===== src/rtl/seg_scan_if.sv =====
// seg_scan_if: update handshake between a pattern source and seg_scan.
//   upd_valid  source -> sink  a new pattern set is offered
//   upd_ready  sink -> source  the sink can accept a pattern set
//   upd_segs   source -> sink  DIGITS x 8-bit patterns, digit i in [8i+7:8i]
// A transfer happens on a clock edge where upd_valid and upd_ready are both high.
interface seg_scan_if #(
  parameter int DIGITS = 8
);
  logic                  upd_valid;
  logic                  upd_ready;
  logic [8*DIGITS-1:0]   upd_segs;

  modport master (output upd_valid, output upd_segs, input upd_ready);
  modport slave  (input upd_valid, input upd_segs, output upd_ready);
endinterface


===== src/rtl/seg_scan.sv =====
// seg_scan: time-multiplexed seven-segment driver with double-buffered
// pattern updates, inter-digit blanking and per-digit enables.
//   clk, rst     clock and synchronous active-high reset
//   upd          seg_scan_if slave: pattern set handshake
//   digit_en     per-digit enable, sampled live every cycle
//   seg_out      shared segment bus (pin polarity), registered
//   an_out       one anode per digit (pin polarity), registered
//   frame_done   one-cycle pulse in the cycle after the last cycle of a frame
module seg_scan #(
  parameter int DIGITS     = 8,
  parameter int SCAN_DIV   = 1000,
  parameter int BLANK_CYC  = 2,
  parameter int ACTIVE_LOW = 1
) (
  input  logic              clk,
  input  logic              rst,
  seg_scan_if.slave         upd,
  input  logic [DIGITS-1:0] digit_en,
  output logic [7:0]        seg_out,
  output logic [DIGITS-1:0] an_out,
  output logic              frame_done
);

  localparam int PRE_W = $clog2(SCAN_DIV);
  localparam int IDX_W = (DIGITS > 1) ? $clog2(DIGITS) : 1;
  localparam logic [PRE_W-1:0] PRE_LAST = PRE_W'(SCAN_DIV - 1);
  localparam logic [IDX_W-1:0] IDX_LAST = IDX_W'(DIGITS - 1);
  localparam logic POL = (ACTIVE_LOW != 0);

  logic [PRE_W-1:0]    pre_q, pre_d;
  logic [IDX_W-1:0]    idx_q, idx_d;
  logic [8*DIGITS-1:0] pend_buf_q, pend_buf_d;
  logic                pend_vld_q, pend_vld_d;
  logic [8*DIGITS-1:0] act_buf_q, act_buf_d;
  logic [7:0]          seg_q, seg_d;
  logic [DIGITS-1:0]   an_q, an_d;
  logic                frame_done_q, frame_done_d;

  logic                blank;
  logic                lit;
  logic                boundary;
  logic [7:0]          digit_pat [DIGITS];
  logic [DIGITS-1:0]   an_logic;

  // Blanking at the head of each slot; with no blanking the compare is
  // dropped entirely rather than comparing against zero.
  generate
    if (BLANK_CYC == 0) begin : g_noblank
      assign blank = 1'b0;
    end else begin : g_blank
      assign blank = (pre_q < PRE_W'(BLANK_CYC));
    end
  endgenerate

  assign lit = !blank && digit_en[idx_q];

  generate
    for (genvar gi = 0; gi < DIGITS; gi++) begin : g_digit
      assign digit_pat[gi] = act_buf_q[8*gi +: 8];
      assign an_logic[gi]  = lit && (idx_q == IDX_W'(gi));
    end
  endgenerate

  assign boundary = (idx_q == IDX_LAST) && (pre_q == PRE_LAST);

  always_comb begin
    pre_d        = pre_q + 1'b1;
    idx_d        = idx_q;
    pend_buf_d   = pend_buf_q;
    pend_vld_d   = pend_vld_q;
    act_buf_d    = act_buf_q;
    frame_done_d = boundary;

    if (pre_q == PRE_LAST) begin
      pre_d = '0;
      idx_d = (idx_q == IDX_LAST) ? '0 : idx_q + 1'b1;
    end

    // Transfer and capture are mutually exclusive: a capture needs an empty
    // pending buffer, a transfer needs a full one. A capture on the boundary
    // cycle therefore waits for the following boundary.
    if (boundary && pend_vld_q) begin
      act_buf_d  = pend_buf_q;
      pend_vld_d = 1'b0;
    end else if (upd.upd_valid && !pend_vld_q) begin
      pend_buf_d = upd.upd_segs;
      pend_vld_d = 1'b1;
    end

    // Segments are gated by the same condition as the anodes, so nothing is
    // driven while every anode is off.
    seg_d = (lit ? digit_pat[idx_q] : 8'h00) ^ {8{POL}};
    an_d  = an_logic ^ {DIGITS{POL}};
  end

  always_ff @(posedge clk) begin
    if (rst) begin
      pre_q        <= '0;
      idx_q        <= '0;
      pend_buf_q   <= '0;
      pend_vld_q   <= 1'b0;
      act_buf_q    <= '0;
      seg_q        <= {8{POL}};
      an_q         <= {DIGITS{POL}};
      frame_done_q <= 1'b0;
    end else begin
      pre_q        <= pre_d;
      idx_q        <= idx_d;
      pend_buf_q   <= pend_buf_d;
      pend_vld_q   <= pend_vld_d;
      act_buf_q    <= act_buf_d;
      seg_q        <= seg_d;
      an_q         <= an_d;
      frame_done_q <= frame_done_d;
    end
  end

  assign upd.upd_ready = !pend_vld_q;
  assign seg_out       = seg_q;
  assign an_out        = an_q;
  assign frame_done    = frame_done_q;

endmodule


===== src/flat_wrapper.sv =====
// flat-port wrapper written by rule: the top's interface ports become plain ports
module seg_scan_flat 
#(
  parameter int DIGITS     = 8,
  parameter int SCAN_DIV   = 1000,
  parameter int BLANK_CYC  = 2,
  parameter int ACTIVE_LOW = 1
)
  (clk, rst, digit_en, seg_out, an_out, frame_done, upd_upd_valid, upd_upd_segs, upd_upd_ready);
  seg_scan_if #(.DIGITS(DIGITS)) upd_i ();
  input  logic clk;
  input  logic rst;
  input  logic [DIGITS-1:0] digit_en;
  output logic [7:0] seg_out;
  output logic [DIGITS-1:0] an_out;
  output logic frame_done;
  input wire logic [$bits(upd_i.upd_valid)-1:0] upd_upd_valid;
  input wire logic [$bits(upd_i.upd_segs)-1:0] upd_upd_segs;
  output wire logic [$bits(upd_i.upd_ready)-1:0] upd_upd_ready;
  assign upd_i.upd_valid = upd_upd_valid;
  assign upd_i.upd_segs = upd_upd_segs;
  assign upd_upd_ready = upd_i.upd_ready;
  seg_scan #(.DIGITS(DIGITS), .SCAN_DIV(SCAN_DIV), .BLANK_CYC(BLANK_CYC), .ACTIVE_LOW(ACTIVE_LOW)) u_core (.clk(clk), .rst(rst), .upd(upd_i), .digit_en(digit_en), .seg_out(seg_out), .an_out(an_out), .frame_done(frame_done));
endmodule

===== config.mk =====
export PLATFORM = sky130hd
export DESIGN_NAME = seg_scan_flat
export DESIGN_NICKNAME = d
export VERILOG_FILES = /design/src/rtl/seg_scan_if.sv /design/src/rtl/seg_scan.sv /design/src/flat_wrapper.sv
export SDC_FILE = /design/constraint.sdc
export NUM_CORES = 1
export LEC_CHECK = 0
export BUFFER_PORTS_ARGS = -buffer_cell sky130_fd_sc_hd__buf_2
export CAP_MARGIN = 20
export CORE_MARGIN = 10
export CORE_UTILIZATION = 56
export DETAILED_ROUTE_END_ITERATION = 16
export HOLD_SLACK_MARGIN = 0.05
export PLACE_DENSITY = 0.79
export SYNTH_ARGS = -nofsm -noshare
export SYNTH_HDL_FRONTEND = slang
export SYNTH_SLANG_ARGS = --single-unit

===== constraint.sdc =====
create_clock -name clk -period 3.75 [get_ports clk]
set_input_delay 0 -clock clk [delete_from_list [all_inputs] [get_ports clk]]
set_output_delay 0 -clock clk [all_outputs]
set_load 0.01 [all_outputs]

Word level (Yosys, flattened, before mapping)
Index checks and enable logic that the tools add are counted.

Register bits after elaboration: 159. Bits of input ports: 75. Output and inout bits: 18. Word-level logic and storage cells: 50.

Add/sub/neg operators: 2. $lt $le $gt $ge: 3. Eq/ne operators: 8. Muxes and demuxes: 7. Bitwise operators: 4. Reductions and logical operators: 18.

Operators with widths (count): 8-bit binary-select mux with 3-bit select (1); 8-bit 2-to-1 mux (3); 8-bit NOT (2); 3-bit == test (second input constant) (4); 1-bit logical AND (12); 10-bit by 1-bit adder with 10-bit output (second input constant) (1); 10-bit == test (second input constant) (1); 10-bit by 2-bit < comparator with 1-bit output (second input constant) (1); 3-bit by 2-bit == test with 1-bit output (second input constant) (2); 4-bit >= comparator (second input constant) (1); 3-bit by 4-bit < comparator with 1-bit output (second input constant) (1); 3-bit NOT with 4-bit output (1); 2-bit OR reduction (2); 3-bit by 1-bit adder with 3-bit output (second input constant) (1); 1-bit binary-select mux with 3-bit select (1); 3-bit by 1-bit == test with 1-bit output (second input constant) (1); 3-bit logical NOT (1); 3-bit 2-to-1 mux (1); 1-bit logical NOT (2); 2-bit AND reduction (1); 1-bit 2-to-1 mux (1); 1-bit NOT (1).

Longest topological paths before layout
Gate-level depths: netlist (run 1).

Depth after elaboration: 6. Gate-level depth with buffers: 8. Mapped depth without buffers: 6.

Least setup slack after synthesis (run 1)
No wires, ideal clock.

Path kind: register to register. From: reg u_core.idx_q[0]. To: reg u_core.act_buf_q[44]. Library setup time: 143 ps. Arrival time: 1467 ps. Data required time: 3607 ps. Slack: 2140 ps. Stages on the path, launching flop included: 9. Buffers on the path: 2. Period minus slack after synthesis: 1610 ps. Cell sequence: dfxtp_1 ha_1 ha_1 and3_1 and3_1 buf_6 buf_6 nand2_1 a21oi_2.

Cells in the longest elaborated chain, start to end: 3.

Ends and longest elaborated chain: from (decl) (RTL line seg_scan.sv:31) `logic [IDX_W-1:0] idx_q, idx_d;`; from (signal assigned) (RTL line seg_scan.sv:108) `idx_q <= idx_d;`; 3-bit == test (RTL line seg_scan.sv:64) `assign boundary = (idx_q == IDX_LAST) && (pre_q == PRE_LAST);`; 1-bit logical AND (RTL line seg_scan.sv:64); 1-bit logical AND (RTL line seg_scan.sv:82) `if (boundary && pend_vld_q) begin`; to (signal assigned) (RTL line seg_scan.sv:111) `act_buf_q <= act_buf_d;`; to (decl) (RTL line seg_scan.sv:34) `logic [8*DIGITS-1:0] act_buf_q, act_buf_d;`.

Every way passes these cells. A chain may end at the register's enable or synchronous reset.

Worst setup path after layout (run 1)
From: reg u_core.idx_q[1]. To: reg u_core.act_buf_q[43].

The elaborated chain is that of the path after synthesis.

==> results of run 1 <==
-- cells by family after synthesis --
logic type,Yosys count
flip-flops,159
XOR/XNOR,8
AND/OR/NAND/NOR,343
AO/OA/AOI/OAI,132
buffers and inverters,60
adder cells (fa/ha/maj),7
multiplexers,21
-- placed cells by master, fill, tap and decap left out, types with 2 or more instances in the layout --
master / count
sky130_fd_sc_hd__nand2_1: 294
sky130_fd_sc_hd__dfxtp_1: 159
sky130_fd_sc_hd__a21oi_1: 102
sky130_fd_sc_hd__dlygate4sd3_1: 92
sky130_fd_sc_hd__buf_2: 91
sky130_fd_sc_hd__a21oi_2: 28
sky130_fd_sc_hd__nor2_1: 17
sky130_fd_sc_hd__clkbuf_16: 16
sky130_fd_sc_hd__nand3_1: 12
sky130_fd_sc_hd__mux4_1: 9
sky130_fd_sc_hd__inv_1: 7
sky130_fd_sc_hd__mux4_2: 7
sky130_fd_sc_hd__ha_1: 7
sky130_fd_sc_hd__xnor2_1: 6
sky130_fd_sc_hd__mux2i_1: 5
sky130_fd_sc_hd__inv_6: 5
sky130_fd_sc_hd__buf_4: 5
sky130_fd_sc_hd__clkinv_4: 4
sky130_fd_sc_hd__nor3_1: 3
sky130_fd_sc_hd__clkinvlp_4: 3
sky130_fd_sc_hd__buf_12: 3
sky130_fd_sc_hd__and4_1: 2
sky130_fd_sc_hd__nand3_2: 2
sky130_fd_sc_hd__xor2_1: 2
sky130_fd_sc_hd__nor4_1: 2
sky130_fd_sc_hd__inv_8: 2
-- flip-flops by register name, summed over array words and instances (netlist names) --
| name | flops |
|---|---|
| u_core.pend_buf_q | 64 |
| u_core.idx_q | 3 |
| u_core.an_out | 8 |
| u_core.pre_q | 10 |
| u_core.pend_vld_q | 1 |
| u_core.act_buf_q | 64 |
| u_core.frame_done | 1 |
| u_core.seg_out | 8 |
-- where the power goes --
group | internal, mW | leakage [nW] | switching (mW) | total [mW]
logic | 0.131 | 1.55 | 0.117 | 0.248
clock network | 0.835 | 0.260 | 0.738 | 1.57
registers | 1.73 | 1.29 | 0.0297 | 1.76
total | 2.70 | 3.10 | 0.885 | 3.58
-- synthesized netlist by cell type, types with 3 or more instances --
library cell                 n
sky130_fd_sc_hd__mux4_1      9
sky130_fd_sc_hd__buf_2      12
sky130_fd_sc_hd__mux4_2      7
sky130_fd_sc_hd__nor3_1      3
sky130_fd_sc_hd__a21oi_1   102
sky130_fd_sc_hd__nor2_1     17
sky130_fd_sc_hd__nand2_1   295
sky130_fd_sc_hd__nand3_1    12
sky130_fd_sc_hd__ha_1        7
sky130_fd_sc_hd__inv_1       7
sky130_fd_sc_hd__mux2i_1     5
sky130_fd_sc_hd__clkbuf_1   25
sky130_fd_sc_hd__dfxtp_1   159
sky130_fd_sc_hd__buf_1       4
sky130_fd_sc_hd__buf_6       7
sky130_fd_sc_hd__xnor2_1     6
sky130_fd_sc_hd__a21oi_2    28
-- metal layers --
metal / vias up / wire length, um
li1: 2714 / -
met1: 2620 / 6950
met2: 185 / 7955
met3: 37 / 966
met4: 0 / 412
met5: - / 0
-- what timing repair did --
action,in CTS,in global routing
setup buffers,0,0
hold buffers,92,0
hold endpoints to repair,79,0
-- area by class of cell --
class | instances | area, um2 | share of cell area
tap | 140 | 175.2 | 0.02149
multi-input combinational | 511 | 2749 | 0.3373
timing repair buffer | 191 | 1474 | 0.1808
sequential | 159 | 3183 | 0.3905
inverter | 7 | 26.28 | 0.003224
clock inverter | 15 | 128.9 | 0.01581
clock buffer | 17 | 414.1 | 0.05081
-- worst paths after layout --
check,from,slack [ns],to,cells past startpoint
setup / recovery,u_core.idx_q[1]$_SDFFE_PP0P_,0.84,u_core.act_buf_q[43]$_SDFFE_PP0P_,7
setup reg to reg,u_core.idx_q[1]$_SDFFE_PP0P_,0.84,u_core.act_buf_q[43]$_SDFFE_PP0P_,7
hold / removal,upd_upd_segs[14],0.26,u_core.pend_buf_q[14]$_SDFFE_PP0P_,4
hold reg to reg,u_core.pend_buf_q[61]$_SDFFE_PP0P_,0.45,u_core.act_buf_q[61]$_SDFFE_PP0P_,2
-- critical path: stages (launching register included) --
cell                      delay [ns]
sky130_fd_sc_hd__dfxtp_1        0.95
sky130_fd_sc_hd__ha_1           0.34
sky130_fd_sc_hd__ha_1           0.23
sky130_fd_sc_hd__and3_1         0.21
sky130_fd_sc_hd__and3_2         0.54
sky130_fd_sc_hd__buf_12         0.27
sky130_fd_sc_hd__nand2_1        0.12
sky130_fd_sc_hd__a21oi_2        0.15
==> metrics.csv, run 1 <==
metric;value;unit
worst-setup-path-type;flip-flop to flip-flop;
synthesis.area;6255;um2
syn_inst;730;
rsz0062_at_grt;false;
diodes;0;
die_height;125.7;um
worstPathArrival;3.37;ns
hold_path.class;input pin to flip-flop;
core.rowCount;38;
htreeDepth;4;
final_layout_size_suffix_gt1_frac;0.1911;
post_synth_num_cell_types;34;
clock.fmax;343.3;MHz
post-dp-hpwl;9.875;mm
grtUsageMet2;0.3398;
synth_flop_cell;sky130_fd_sc_hd__dfxtp_1;
fin_skew;0.008949;ns
ir_drop;261.9;uV
gp_congestion;0.8413;
routed_wl;16.29;mm
fill_cells;698;
final_area;8150;um2
cts-root-buf;sky130_fd_sc_hd__clkbuf_8;
synth_largest_area_cell;sky130_fd_sc_hd__dfxtp_1;
clock_insertion_delay_worst_skew;0.53;ns
setup-violations-final;0;
place_worst_setup_slack;0.9359;ns
design.portCount;93;
ctsResizeCount;0;
synth.area.mux_share;0.07101;
finalSetupTns;0;ns
final_antenna_net_count;0;
cellLeakagePower;3.103;nW
synth_fp_nets;812;
synth.top_cells.by_area;sky130_fd_sc_hd__dfxtp_1 (51%), sky130_fd_sc_hd__nand2_1 (18%), sky130_fd_sc_hd__a21oi_1 (8.2%);
via_count;5556;
slew_violations;0;
max_slew.worst_pin.slew;0.9625;ns
final_cells;1040;
timing.critical_path.fanout_max;37;
clock-sinks;159;
synth-adder-area-share;0.01400;
die-width;125.7;um
ys_async_sr_fraction;0;
placedInstanceArea;6666;um2
tritoncts;done;
clk_transition_reported_paths;0.07;ns
report.final.hold_viol_count;0;
drv_cap;0;
globalRouteTotalUtil;0.2028;
detail_route.vias_per_cell;5.342;
p_total;3.582;mW
antenna_found_initial;0;
outcome;finished clean;
synthXorXnorAreaFrac;0.01120;
grt_pass1_wl;26.72;mm
synthDominantCellAreaShare;0.5089;
core_area;10890;um2
drcViolationCount;0;
drt_pass1_iterations;5;
synth-seq-cells;159;
worst_slew_margin_rel;0.3575;
grt_start_max_net_pins;80;
grt-busiest-layer;met2;
drtIter0Drc;457;
synth_top_family_by_area;simple AND/OR/NAND/NOR gates;
crit_required;4.21;ns
final_nets;969;
synth_seq_area_share;0.5089;
critical_path.endpoint_type;flip-flop;
grtUsageMet1;0.2408;
met3_track_demand_over_resource_in_global_routing;0.05495;
number_of_flops_mapped_to_enable_cells_by_yosys;0;
finish.utilization;0.7486;
cts-root-to-sink-buffers;2;
start_util;0.5745;
final.setup.worst_slack;0.8370;ns
post-route-period-util;0.7768;
first_global_vias;5534;
synth_area_per_cell;8.568;um2
wl_per_cell;15.66;um
die_area;15800;um2
total_placed_cells_including_tap_cells;915;
area_growth;30.31;%
portBuffers;92;
synth-compound-area-share;0.1230;
grt.overflow.total;0;
finalWorstPathRequiredPeriod;2.913;ns
fin_worst_hold_slack;0.2563;ns
synth-simple-area-share;0.2184;
cts_buffer_count;17;
start_kind;flip-flop;
power.density;439.5;nW/um2
synth-warning-count;0;
(Power assumes the default switching activity.)
==> run 2: changes to the inputs <==
- CORE_UTILIZATION: 56 -> 51
- PLACE_DENSITY: 0.79 -> 0.75
- clock period: 3.75 -> 2.4 ns (I/O delays scaled with it)
==> run 2 against run 1 <==
Via count down 3.8%; combinational power is 44% higher; non-clock buffer count down 20; first-iteration DRC count fell by 12%; critical path type unchanged; highest routed layer unchanged; critical path depth did not move; maximum frequency grew 52%; clock skew decreased by 0.0039 ns; critical endpoint is now u_core.act_buf_q[26]$_SDFFE_PP0P_; sequential cell count is the same; count of clock-buffer cells in the layout rose by 4; design area down 1.1%; largest cell class unchanged; register-to-register slack lost 0.35 ns.
==> metrics.csv, run 2 (same netlist as run 1, synthesis figures left out) <==
metric;value;unit;change
total_placed_cells_including_tap_cells;924;;+0.98%
clock-sinks;159;;unchanged
start_util;0.5207;;-0.05374
worstPathArrival;2.26;ns;-1.11 ns
report.final.hold_viol_count;0;;unchanged
cellInternalPower;4.676;mW;+73%
gp_congestion;0.8515;;+1.2%
layout_common_cells;sky130_fd_sc_hd__nand2_1 (294), sky130_fd_sc_hd__dfxtp_1 (159), sky130_fd_sc_hd__a21oi_1 (102);;
drtIter0Drc;403;;-12%
antenna_found_initial;0;;unchanged
final_antenna_net_count;0;;unchanged
seqCellArea;3183;um2;unchanged
cellLeakagePower;3.032;nW;-2.3%
drt_pass1_iterations;5;;unchanged
detail_route.vias_per_cell;5.204;;-2.6%
finalWorstPathRequiredPeriod;1.910;ns;-1.003 ns
reg2reg_depth;7;;unchanged
grt_pass1_wl;25.04;mm;-6.3%
netSwitchingFraction;0.2125;;-0.03451
via_count;5344;;-3.8%
hold_path.class;input pin to flip-flop;;
start_kind;flip-flop;;
wl_per_cell;14.89;um;-4.9%
power.switching;1.261;mW;+43%
power.share.clock;0.476;;+0.037
portBuffers;92;;unchanged
clock_insertion_delay_worst_skew;0.43;ns;-0.10 ns
grt_start_max_net_pins;84;;+5.0%
critical_path.endpoint_type;flip-flop;;
fin_worst_hold_slack;0.08359;ns;-0.1727 ns
tritoncts;done;;
drcViolationCount;0;;unchanged
layout.cells.most_common;sky130_fd_sc_hd__nand2_1;;
final_layout_size_suffix_gt1_frac;0.1943;;+0.003207
core.rowCount;40;;+5.3%
worst_slew_margin_rel;0.5177;;+0.1602
cts-root-to-sink-buffers;2;;unchanged
finalSetupTns;0;ns;unchanged
ff2ff_setup_slack;0.49;ns;-0.35 ns
post-dp-hpwl;9.888;mm;+0.13%
finish.utilization;0.6711;;-0.07742
grt.overflow.total;0;;unchanged
setup-violations-final;0;;unchanged
post-route-period-util;0.7960;;+0.01915
post_cts.repair.setup_buffers;0;;unchanged
ir_drop;495.9;uV;+89%
worst_case_hold_path_end_point;u_core.pre_q[4]$_SDFF_PP0_;;
design.portCount;93;;unchanged
timing.critical_path.fanout_max;57;;+54%
outcome;finished clean;;
power.density;736.4;nW/um2;+68%
routed_wl;15.30;mm;-6.1%
first_global_vias;5266;;-4.8%
critical_path.reg2reg.startpoint;u_core.idx_q[1]$_SDFFE_PP0P_;;
core_area;12010;um2;+10%
slew_violations;0;;unchanged
die_height;130.7;um;+4.0%
power.share.sequential;0.464;;-0.028
final_cells;1027;;-1.3%
area_growth;28.89;%;
p_comb_frac;0.060;;-0.009
die-width;130.7;um;+4.0%
largest_registers;u_core.act_buf_q (64), u_core.pend_buf_q (64), u_core.pre_q (10);;
final_nets;949;;-2.1%
drv_cap;0;;unchanged
hold_start;rst;;
crit_required;2.75;ns;-1.46 ns
fill_cells;919;;+32%
area_of_the_multi_input_gates;2749;um2;unchanged
clock.fmax;523.5;MHz;+52%
fin_skew;0.005031;ns;-0.003918 ns
clk_transition_reported_paths;0.06;ns;about the same
globalRouteTotalUtil;0.1841;;-0.01866
cts-root-buf;sky130_fd_sc_hd__clkbuf_16;;
htreeDepth;4;;unchanged
worst-setup-path-type;flip-flop to flip-flop;;
cts_buffer_count;17;;unchanged
die_area;17090;um2;+8.2%
hold-path-cell-count;2;;-2
critical_path.startpoint;u_core.idx_q[1]$_SDFFE_PP0P_;;
diodes;0;;unchanged
rsz0062_at_grt;false;;
max_slew.worst_pin.slew;0.7235;ns;-0.2390 ns
timing.rr.end;u_core.act_buf_q[26]$_SDFFE_PP0P_;;
-- run 2: per-stage QoR --
step / power, mW / setup slack [ns] / cell area, um2
3_3_place_gp: 3.064 / 0.6382 / 6728
5_1_grt: 6.113 / 0.3789 / 8061
6_report: 5.937 / 0.4897 / 8061
3_5_place_dp: 3.074 / 0.5285 / 6728
2_1_floorplan: 2.955 / 0.7895 / 6255
4_1_cts: 5.957 / 0.4835 / 8061
-- run 2: critical path, cell delays in order (launching register included) --
cell and delay [ns]:
sky130_fd_sc_hd__dfxtp_1 0.35, sky130_fd_sc_hd__ha_1 0.19, sky130_fd_sc_hd__ha_1 0.22, sky130_fd_sc_hd__and3_1 0.22, sky130_fd_sc_hd__and3_2 0.32, sky130_fd_sc_hd__buf_12 0.26
sky130_fd_sc_hd__nand2_1 0.10, sky130_fd_sc_hd__a21oi_1 0.15
-- run 2: layout make-up --
class | instances | share of cell area
clock inverters | 11 | 0.02018
multi-input cells | 511 | 0.3410
well taps | 147 | 0.02282
clock buffers | 21 | 0.05712
inverters | 7 | 0.003259
repair buffers | 171 | 0.1608
flip-flops and latches | 159 | 0.3948
-- run 2: how the worst max path moves through the flow --
stage / end / cells past startpoint
after floorplan: u_core.act_buf_q[44]$_SDFFE_PP0P_ / 8
after global placement: u_core.an_out[1]$_SDFF_PP1_ / 5
after detailed placement: u_core.act_buf_q[46]$_SDFFE_PP0P_ / 7
after CTS: u_core.act_buf_q[46]$_SDFFE_PP0P_ / 7
after global routing: u_core.act_buf_q[26]$_SDFFE_PP0P_ / 6
final: u_core.act_buf_q[26]$_SDFFE_PP0P_ / 7
-- run 2: timing repair --
item	CTS	global route
hold buffers	71	0
resized for setup	0	0
endpoints found under the hold margin	65	0
-- run 2: power by group through the flow --
stage	Sequential [mW]	Combinational [mW]	Clock [mW]
CTS	2.75	0.355	2.85
floorplan	2.79	0.164	0
detailed placement	2.81	0.266	0
global route	2.76	0.399	2.96
global placement	2.81	0.257	0
finish	2.75	0.357	2.83
-- run 2: per-layer routing --
metal	vias up	part of all wire	global-route usage
li1	2662	-	-
met1	2527	0.44	0.2256
met2	132	0.48	0.3024
met3	23	0.064	0.04795
met4	0	0.017	0.07456
met5	-	0	0
==> run 3: changes to the inputs <==
- ABC_AREA: unset -> 1
- clock period: 2.4 -> 1.7 ns (I/O delays scaled with it)
==> run 3 against run 2 <==
Register-to-register slack lost 0.37 ns; count of clock-buffer cells in the layout shrank 3; sequential cell count is the same; routed wire length grew 12%; combinational power grew 55%; worst hold slack gained 0.12 ns; global-route usage grew 0.99 points; area after synthesis grew 6.2%; core utilization grew 1.5 points; synthesized cell count grew 35%; sequential share of layout area shrank 2.9 points; largest power group unchanged; highest routed layer unchanged.
==> metrics.csv, run 3 <==
metric;value;unit;change
final_antenna_net_count;0;;unchanged
detail_route.vias_per_cell;4.746;;-8.8%
drcViolationCount;0;;unchanged
synth_common_cells;sky130_fd_sc_hd__nor2_1 (274), sky130_fd_sc_hd__nand2_1 (263), sky130_fd_sc_hd__dfxtp_1 (159), sky130_fd_sc_hd__inv_1 (78), sky130_fd_sc_hd__o21ai_0 (65);;
wl_per_cell;13.02;um;-13%
rsz0062_at_grt;true;;
final_layout_size_suffix_gt1_frac;0.1421;;-0.05221
core_area;12670;um2;+5.5%
synth-adder-area-share;0.01319;;-0.0008152
critPathSlowestCell;sky130_fd_sc_hd__dfxtp_1;;
first_global_vias;5985;;+14%
start_util;0.5241;;+0.003414
post_cts.repair.setup_buffers;0;;unchanged
synth-seq-cells;159;;unchanged
reg2reg_depth;9;;+2
synth-compound-area-share;0.05388;;-0.06914
fill_cells;1092;;+19%
cts_buffer_count;17;;unchanged
grt.overflow.total;0;;unchanged
portBuffers;92;;unchanged
post_synth_num_cell_types;22;;-35%
drv_cap;0;;unchanged
cts-root-buf;sky130_fd_sc_hd__clkbuf_16;;
clk_transition_reported_paths;0.06;ns;about the same
power.share.clock;0.490;;+0.014
cpLargestDelayFamily;simple AND/OR/NAND/NOR gates;;
power.share.sequential;0.447;;-0.017
post-route-period-util;0.9272;;+0.1312
number_of_flops_mapped_to_enable_cells_by_yosys;0;;unchanged
die-width;134.1;um;+2.6%
timing.critical_path.buf_inv;2;;+1
synth-warning-count;0;;unchanged
synth_flop_cell;sky130_fd_sc_hd__dfxtp_1;;
cp_slowest_stage_delay;0.33;ns;-0.02 ns
clock_insertion_delay_worst_skew;0.44;ns;about the same
netSwitchingFraction;0.2255;;+0.01309
largest_registers;u_core.act_buf_q (64), u_core.pend_buf_q (64), u_core.pre_q (10);;
fin_skew;0.01009;ns;+0.005061 ns
clock-sinks;159;;unchanged
synthXorXnorAreaFrac;0.001319;;-0.009883
synth_fp_nets;1069;;+32%
synthDominantCellAreaShare;0.4793;;-0.02963
cts-root-to-sink-buffers;2;;unchanged
power.density;1011;nW/um2;+37%
final_area;8691;um2;+7.8%
crit_required;2.06;ns;-0.69 ns
routed_wl;17.18;mm;+12%
hold-path-cell-count;7;;+5
hold_start;digit_en[4];;
critical_path.endpoint_type;flip-flop;;
worst-setup-path-type;flip-flop to flip-flop;;
power.switching;1.982;mW;+57%
grt_start_max_net_pins;81;;-3.6%
cellInternalPower;6.807;mW;+46%
worstPathCellList;ha_1 > ha_1 > nand2_1 > inv_1 > nand4_4 > buf_16 > nand2_1 > nand2_1 > nor2_1;;
globalRouteTotalUtil;0.1940;;+0.009851
ff2ff_setup_slack;0.12;ns;-0.37 ns
area_growth;30.86;%;
synth_top_family_by_area;simple AND/OR/NAND/NOR gates;;
placedInstanceArea;7348;um2;+9.2%
worst_slew_margin_rel;0.7710;;+0.2533
antenna_found_initial;0;;unchanged
yosysMostFrequentCell;sky130_fd_sc_hd__nor2_1;;
die_area;17990;um2;+5.2%
drtIter0Drc;425;;+5.5%
die_height;134.1;um;+2.6%
p_total;8.789;mW;+48%
clock.fmax;634.4;MHz;+21%
timing.critical_path.fanout_max;68;;+19%
crit_top_cell;sky130_fd_sc_hd__nand2_1;;
synth_area_per_cell;6.729;um2;-21%
syn_inst;987;;+35%
slew_violations;0;;unchanged
tritoncts;done;;
synth_seq_area_share;0.4793;;-0.02963
synth-simple-area-share;0.3619;;+0.1435
seqCellArea;3183;um2;unchanged
via_count;6260;;+17%
layout.cells.most_common;sky130_fd_sc_hd__nor2_1;;
worst_case_hold_path_end_point;u_core.seg_out[7]$_SDFF_PP1_;;
grt_pass1_wl;28.76;mm;+15%
drt_pass1_iterations;5;;unchanged
worstPathArrival;1.94;ns;-0.32 ns
start_kind;flip-flop;;
ir_drop;747.7;uV;+51%
design.portCount;93;;unchanged
critical_path.reg2reg.startpoint;u_core.idx_q[0]$_SDFFE_PP0P_;;
synth.area.mux_share;0;;-0.07101
max_slew.worst_pin.slew;0.3434;ns;-0.3800 ns
area_of_the_multi_input_gates;2882;um2;+4.8%
p_comb_frac;0.063;;+0.003
diodes;0;;unchanged
hold_path.class;input pin to flip-flop;;
post-dp-hpwl;10.69;mm;+8.2%
setup-violations-final;0;;unchanged
layout_common_cells;sky130_fd_sc_hd__nor2_1 (273), sky130_fd_sc_hd__nand2_1 (260), sky130_fd_sc_hd__dfxtp_1 (159);;
ys_async_sr_fraction;0;;unchanged
finalSetupTns;0;ns;unchanged
synth.top_cells.by_area;sky130_fd_sc_hd__dfxtp_1 (48%), sky130_fd_sc_hd__nor2_1 (15%), sky130_fd_sc_hd__nand2_1 (15%);;
cellLeakagePower;4.534;nW;+50%
report.final.hold_viol_count;0;;unchanged
synthesis.area;6641;um2;+6.2%
gp_congestion;0.8697;;+2.1%
core.rowCount;41;;+2.5%
outcome;finished clean;;
finalWorstPathRequiredPeriod;1.576;ns;-0.3341 ns
htreeDepth;4;;unchanged
synth_largest_area_cell;sky130_fd_sc_hd__dfxtp_1;;
final_nets;1216;;+28%
timing.rr.end;u_core.act_buf_q[8]$_SDFFE_PP0P_;;
-- run 3: changes by cell type after synthesis, sizes merged, moves of 16 or more --
cell,previous run,this run
nor2,17,276
a21oi,130,5
inv,7,82
o21ai,0,65
nand3,14,51
nand2,295,263
mux4,16,0
-- run 3: logic make-up after synthesis --
family	count (synthesis)
fa+ha+maj	7
compound gates	71
buf+inv	140
simple gates	609
flops	159
xor+xnor	1
-- run 3: worst max-delay path by stage --
stage                                      start  slack (ns)                                end  depth (start not counted)
floorplan           u_core.idx_q[0]$_SDFFE_PP0P_        0.22  u_core.act_buf_q[10]$_SDFFE_PP0P_                          9
global placement    u_core.idx_q[0]$_SDFFE_PP0P_        0.17  u_core.act_buf_q[16]$_SDFFE_PP0P_                          9
detailed placement  u_core.idx_q[0]$_SDFFE_PP0P_        0.14  u_core.act_buf_q[11]$_SDFFE_PP0P_                          9
CTS                 u_core.idx_q[0]$_SDFFE_PP0P_        0.11   u_core.act_buf_q[4]$_SDFFE_PP0P_                          9
global route        u_core.idx_q[0]$_SDFFE_PP0P_       -0.01   u_core.act_buf_q[4]$_SDFFE_PP0P_                          8
finish              u_core.idx_q[0]$_SDFFE_PP0P_        0.12   u_core.act_buf_q[8]$_SDFFE_PP0P_                          9
-- run 3: worst register-to-register path, stage by stage (launching register included) --
cell                      delay (ns)
sky130_fd_sc_hd__dfxtp_1        0.33
sky130_fd_sc_hd__ha_1           0.18
sky130_fd_sc_hd__ha_1           0.17
sky130_fd_sc_hd__nand2_1        0.06
sky130_fd_sc_hd__inv_1          0.10
sky130_fd_sc_hd__nand4_4        0.15
sky130_fd_sc_hd__buf_16         0.24
sky130_fd_sc_hd__nand2_1        0.10
sky130_fd_sc_hd__nand2_1        0.05
sky130_fd_sc_hd__nor2_1         0.12
-- run 3: what timing repair did --
item	4_1_cts	5_1_grt
gates resized for setup	0	4
setup endpoints to repair	0	7
hold buffers	66	0
hold endpoints to repair	74	0
-- run 3: per-layer routing --
metal / GRT usage / vias up / share of wire
met5: 0 / - / 0
met4: 0.06227 / 0 / 0.015
met3: 0.04817 / 24 / 0.052
met2: 0.3131 / 136 / 0.47
met1: 0.2484 / 2802 / 0.47
li1: - / 3298 / -
-- run 3: area by class of cell --
| class | count | share of cell area |
|---|---|---|
| inverters | 83 | 0.03599 |
| multi-input cells | 688 | 0.3316 |
| clock buffers | 18 | 0.05053 |
| repair buffers | 185 | 0.1647 |
| well taps | 172 | 0.02476 |
| flip-flops and latches | 159 | 0.3663 |
| clock inverters | 14 | 0.02620 |
-- run 3: power by group through the flow --
stage	registers [mW]	clock network, mW	logic (mW)
final	3.93	4.31	0.552
after global routing	3.94	4.50	0.625
after CTS	3.92	4.34	0.550
after detailed placement	4.00	0	0.431
after global placement	4.00	0	0.421
after floorplan	3.98	0	0.245
-- run 3: per-stage QoR --
stage          hold WS (ns)  setup WS, ns  utilization  std cells
6_report             0.2039        0.1238       0.6859       1319
5_1_grt              0.2350      -0.01049       0.6859       1319
4_1_cts              0.2014        0.1142       0.6847       1319
3_5_place_dp         0.2282        0.1365       0.5799       1221
3_3_place_gp         0.2205        0.1707       0.5799       1221
2_1_floorplan       0.07679        0.2216            -        987
